[src/rtl/fetch_stage.sv]
// Instruction-fetch stage of the 5-stage RV32I pipeline: owns the PC and the
// IF/ID register, applying stall, flush and EX-stage redirects.
module fetch_stage #(
  parameter int                     DATA_WIDTH  = 32,
  parameter int                     INSTR_WIDTH = 32,
  parameter logic [DATA_WIDTH-1:0]  RESET_PC    = 32'h0000_0000,
  parameter logic [INSTR_WIDTH-1:0] NOP_INSTR   = 32'h0000_0013
) (
  input  logic                   clk,
  input  logic                   rst,
  input  logic                   stallF,
  input  logic                   flushD,
  input  logic                   pcSrcE,
  input  logic [DATA_WIDTH-1:0]  pcTargetE,
  input  logic [INSTR_WIDTH-1:0] instrF,
  output logic [DATA_WIDTH-1:0]  pcF,
  output logic [INSTR_WIDTH-1:0] instrD,
  output logic [DATA_WIDTH-1:0]  pcD,
  output logic [DATA_WIDTH-1:0]  pcPlus4D,
  output logic                   validD,
  output logic [31:0]            fetchCount
);

  logic [DATA_WIDTH-1:0] pc_plus4;
  logic [DATA_WIDTH-1:0] pc_next;
  logic                  load_d;
  logic                  target_unused;

  // Compressed instructions are not supported, so the target's low bits are dropped.
  assign target_unused = ^pcTargetE[1:0];

  assign pc_plus4 = pcF + DATA_WIDTH'(4);
  assign load_d   = !flushD && !stallF;

  always_comb begin
    // NOTE: default first so every path assigns pc_next and no latch is inferred.
    pc_next = pc_plus4;
    if (pcSrcE)
      pc_next = {pcTargetE[DATA_WIDTH-1:2], 2'b00};
    else if (stallF)
      pc_next = pcF;
  end

  // NOTE: non-blocking assignments so every register samples pre-edge values.
  always_ff @(posedge clk) begin
    if (rst)
      pcF <= RESET_PC;
    else
      pcF <= pc_next;
  end

  always_ff @(posedge clk) begin
    if (rst || flushD) begin
      instrD   <= NOP_INSTR;
      pcD      <= '0;
      pcPlus4D <= '0;
      validD   <= 1'b0;
    end else if (load_d) begin
      instrD   <= instrF;
      pcD      <= pcF;
      pcPlus4D <= pc_plus4;
      validD   <= 1'b1;
    end
  end

  always_ff @(posedge clk) begin
    if (rst)
      fetchCount <= '0;
    else if (load_d)
      fetchCount <= fetchCount + 32'd1;
  end

endmodule

[config.mk]
export PLATFORM = sky130hd
export DESIGN_NAME = fetch_stage
export DESIGN_NICKNAME = d
export VERILOG_FILES = /design/src/rtl/fetch_stage.sv
export SDC_FILE = /design/constraint.sdc
export NUM_CORES = 1
export LEC_CHECK = 0
export ABC_AREA = 0
export BUFFER_PORTS_ARGS = -buffer_cell sky130_fd_sc_hd__buf_2
export CORE_ASPECT_RATIO = 0.5
export CORE_MARGIN = 2
export CORE_UTILIZATION = 26
export CTS_CLUSTER_DIAMETER = 150
export DETAILED_ROUTE_END_ITERATION = 8
export SYNTH_ARGS = -nofsm -noshare
export SYNTH_HDL_FRONTEND = slang
export SYNTH_SLANG_ARGS = --single-unit
[constraint.sdc]
create_clock -name clk -period 1.97 [get_ports clk]
set_input_delay 0.197 -clock clk [delete_from_list [all_inputs] [get_ports clk]]
set_output_delay 0.197 -clock clk [all_outputs]
set_load 0.05 [all_outputs]
* After elaboration in Yosys (flattened, before gate mapping)
Cells that the tools add are included.
Word-level totals: flip-flop bits (word level) 161, bits in latches 0, RAM bits 0, bits in read-only memories 0, word-level logic and storage cells 17, memories 0
Operators by class: add/sub/neg operators 2, multiply operators 0, div/mod/pow operators 0, $lt $le $gt $ge 0, equal/unequal tests 1, shift operators 0, multiplexer cells 2, bitwise logic cells 0, reductions and logical operators 5
Operators by type and width (count):
- $mux 32 | 2
- $add 32x1->32 const B | 1
- $add 32x3->32 const B | 1
- $logic_not 1->1 | 2
- $ne 2x1->1 const B | 1
- $reduce_or 2->1 | 1
- $logic_and 1x1->1 | 1
- $logic_or 1x1->1 | 1

* Logic depth before layout (Yosys ltp)
depth after elaboration 3, gate-level depth with buffers 8, gate-level depth less buffers 5

* Worst setup path after synthesis
OpenSTA, ideal clock, no wires.
kind register -> register, start point reg pcF[14], end point reg pcPlus4D[28], arrival 2.406 ns, setup slack -0.511 ns, stages on the path, launching flop included 8, buffers on the path 3, cell sequence dfxtp_1 buf_4 nand4_4 or4_1 buf_2 buf_6 or4_1 a31oi_1
Between the ends: longest elaborated chain between the ends 1
Ends and longest elaborated chain:
- from (decl) | RTL line 16 | output logic [DATA_WIDTH-1:0] pcF,
- from (signal assigned) | RTL line 49 | pcF <= pc_next;
- $add 32x3->32 | RTL line 32 | assign pc_plus4 = pcF + DATA_WIDTH'(4);
- to (signal assigned) | RTL line 61 | pcPlus4D <= pc_plus4;
- to (decl) | RTL line 19 | output logic [DATA_WIDTH-1:0] pcPlus4D,
No other way between the ends. A chain may end at the register's enable or synchronous reset.

* Worst setup path after layout
start point reg pcF[5], end point reg pcF[24]
Between the ends: longest elaborated chain between the ends 3
Ends and longest elaborated chain:
- $add 32x3->32 | RTL line 32
- $mux 32 | RTL line 40 | else if (stallF)
- $mux 32 | RTL line 38 | if (pcSrcE)
No other way between the ends. The select of a mux whose other input is x is not followed.

==> impl_metrics.env <==
export IMPL_outcome="completed"
export IMPL_period_share_pct=97.6
export IMPL_worst_pin_slew_ps=492
export IMPL_fmax_mhz=520
export IMPL_total_leakage_power_nw=4.20
export IMPL_pre_cts_ws_ps=-29.0
export IMPL_wirelength_um=24200
export IMPL_synthArstFlopShare_pct=0
export IMPL_tritoncts="built"
export IMPL_ios=230
export IMPL_stdcell_count=1437
export IMPL_peakVddDrop_v=0.000443
export IMPL_synthTopCellsByCount="155 x dfxtp_1, 103 x nor2_1, 59 x mux2i_1, 52 x clkbuf_1, 45 x nand2_1"
export IMPL_intPower_mw=5.55
export IMPL_row_count=42
export IMPL_track_usage_pct=16.5
export IMPL_numClockSinks=155
export IMPL_postSynthAreaPerCell_um2=8.76
export IMPL_vias=7157
export IMPL_synth_area_leaders="dfxtp_1 44%, mux2i_1 8.3%, nor2_1 5.4%"
export IMPL_worst_setup_path_end_kind="register"
export IMPL_root_buffer="clkbuf_16"
export IMPL_relSlewSlack_pct=66.9
export IMPL_die_area_um2=28800
export IMPL_netSwitchingFraction_pct=29.7
export IMPL_core_um2=26600
export IMPL_pwr_share_comb_pct=14.7
export IMPL_grt_pass1_wl_um=37200
export IMPL_clkPwrFrac_pct=43.1
export IMPL_wire_per_inst_um=16.8
export IMPL_netlist_area_um2=7110
export IMPL_htree_levels=4
export IMPL_pwr_share_seq_pct=42.2
export IMPL_fillCellCount=2648
export IMPL_dr_pass1_iters=5
export IMPL_fin_skew_ps=10.1
export IMPL_grt_start_max_net_pins=45
export IMPL_port_buffers=221
export IMPL_fin_nets=1140
export IMPL_cp_arrival_ps=2270
export IMPL_multi_input_area_um2=3700
export IMPL_hold_viol_final=0
export IMPL_setup_tns_ps=0
export IMPL_critical_path_required_ps=2320
export IMPL_cp_top_family="simple AND/OR/NAND/NOR gates"
export IMPL_ff_latch_area_um2=3190
export IMPL_startpoint_type="register"
export IMPL_path_max_fanout=7
export IMPL_rsz0062_at_grt="yes"
export IMPL_cts_made_buffers=17
export IMPL_layout_drive_gt1_share_pct=34.9
export IMPL_path_buf_inv=1
export IMPL_clock_latency_ps=430
export IMPL_hpwlAfterDp_um=17400
export IMPL_hold_class="in -> reg"
export IMPL_slowest_stage="or4_4"
export IMPL_period_minus_slack_ps=1920
export IMPL_power_density_nw_per_um2=800
export IMPL_syn_to_final_growth_pct=39.0
export IMPL_ys_seq_area_share_pct=43.7
export IMPL_ant_nets=0
export IMPL_p_switching_mw=2.35
export IMPL_drc=0
export IMPL_crit_chain="nand4_1 > buf_6 > or4_4 > or4_1 > a311oi_1"
export IMPL_drtIter0Drc=496
export IMPL_maxCapViolations=0
export IMPL_ys_warnings_count=0
export IMPL_setup_viol=0
export IMPL_dpl_cell_count=1370
export IMPL_dieWidth_um=238
export IMPL_synthCells=811
export IMPL_grt_pass1_vias=6800
export IMPL_ys_ff_latch=155
export IMPL_worst_slack_ps=47.8
export IMPL_cts_buffer_depth=2
export IMPL_slew_viol_final=0
export IMPL_synth_edf_count=0
export IMPL_gr_total_overflow=0
export IMPL_netlist_area_leader_share_pct=43.7
export IMPL_place_gp_congestion=0.822
export IMPL_synth_largest_area_cell="dfxtp_1"
export IMPL_yosysUniqueCellTypes=51
export IMPL_die_h_um=121
export IMPL_ys_flop_type="dfxtp_1"
export IMPL_path_clk_slew_ps=70
export IMPL_antenna_found_initial=3
export IMPL_yosysMostFrequentCell="dfxtp_1"
export IMPL_start_util_pct=26.7
export IMPL_crit_type="reg -> reg"
export IMPL_viasPerCell=4.98
export IMPL_final_util_pct=37.1
export IMPL_critPathMaxStageDelay_ps=540
==> kinds of logic (layout without fill, tap and decap cells) <==
kind of cell | Yosys count | in the layout | share of synthesized area [%]
compound gates | 150 | 150 | 14.0
xor+xnor | 31 | 31 | 3.82
fa+ha+maj | 2 | 2 | 0.352
buf+inv | 94 | 358 | 5.67
flops | 155 | 155 | 43.7
mux | 65 | 65 | 9.26
other cells | 1 | 9 | 0.0528
simple gates | 313 | 315 | 23.2
==> cell usage in the layout, fill, tap and decap left out, drive strengths merged, types with 13 or more instances in the layout <==
| cell | instances |
|---|---|
| nor2 | 103 |
| dlygate4sd3 | 29 |
| nand4 | 27 |
| nor4 | 17 |
| nand2 | 45 |
| o31ai | 22 |
| or4 | 26 |
| xor2 | 13 |
| inv | 22 |
| clkbuf | 21 |
| a211oi | 18 |
| nor3 | 16 |
| dfxtp | 155 |
| mux2i | 59 |
| buf | 282 |
| and4 | 18 |
| a21oi | 32 |
| nand3 | 24 |
| xnor2 | 18 |
| o21ai | 35 |
==> tightest hold or removal path, stage by stage <==
cell	delay (ps)
buf_2	80
mux2i_1	50
nor2_1	90
==> flip-flops by register name, indices dropped and copies added (netlist names) <==
signal,count
fetchCount,32
instrD,32
pcD,30
pcF,30
pcPlus4D,30
validD,1
==> power by group through the flow <==
| stage | logic [mW] | registers [mW] | clock network [mW] |
|---|---|---|---|
| 6_report | 1.16 | 3.33 | 3.41 |
| 5_1_grt | 1.23 | 3.35 | 3.63 |
| 4_1_cts | 1.16 | 3.33 | 3.49 |
| 3_5_place_dp | 1.11 | 3.40 | 0 |
| 3_3_place_gp | 1.10 | 3.40 | 0 |
| 2_1_floorplan | 0.434 | 3.74 | 0 |
==> cell type report <==
type                       instances  share of cell area, %
timing repair buffer             311                   19.0
tap                              352                   4.46
clock buffer                      21                   4.98
multi-input combinational        569                   37.4
sequential                       155                   32.3
inverter                          15                  0.570
antenna                            3                 0.0760
clock inverter                    11                   1.19
==> stage by stage <==
step           hold slack (ps)  power (mW)  area [µm²]
6_report                  19.2        7.90        9880
2_1_floorplan              322        4.18        7300
5_1_grt                   6.00        8.21        9880
3_5_place_dp               416        4.51        8900
3_3_place_gp               411        4.50        8900
4_1_cts                   4.20        7.98        9830
==> final timing paths <==
path | end | slack [ps] | startpoint | cells after the start
max reg2reg | pcF[24] | 50 | pcF[5] | 5
min | instrD[29] | 20 | instrF[29] | 3
min reg2reg | pcPlus4D[5] | 450 | pcPlus4D[5] | 2
max | pcF[24] | 50 | pcF[5] | 5
==> layer usage <==
layer / GRT usage (%) / part of all wire, % / vias up
li1: - / - / 3462
met1: 20.0 / 43 / 3482
met2: 28.0 / 50 / 166
met3: 3.23 / 3.8 / 47
met4: 8.53 / 3.7 / 0
met5: 0 / 0 / -
==> repair_timing <==
item,4_1_cts,5_1_grt
resized for setup,2,11
buffers inserted,1,0
hold endpoints to repair,29,0
endpoints found under the setup margin,5,19
cloned,2,0
hold buffers,29,0
pin swaps,2,6
Note: power is estimated with default switching activity, not from simulation.
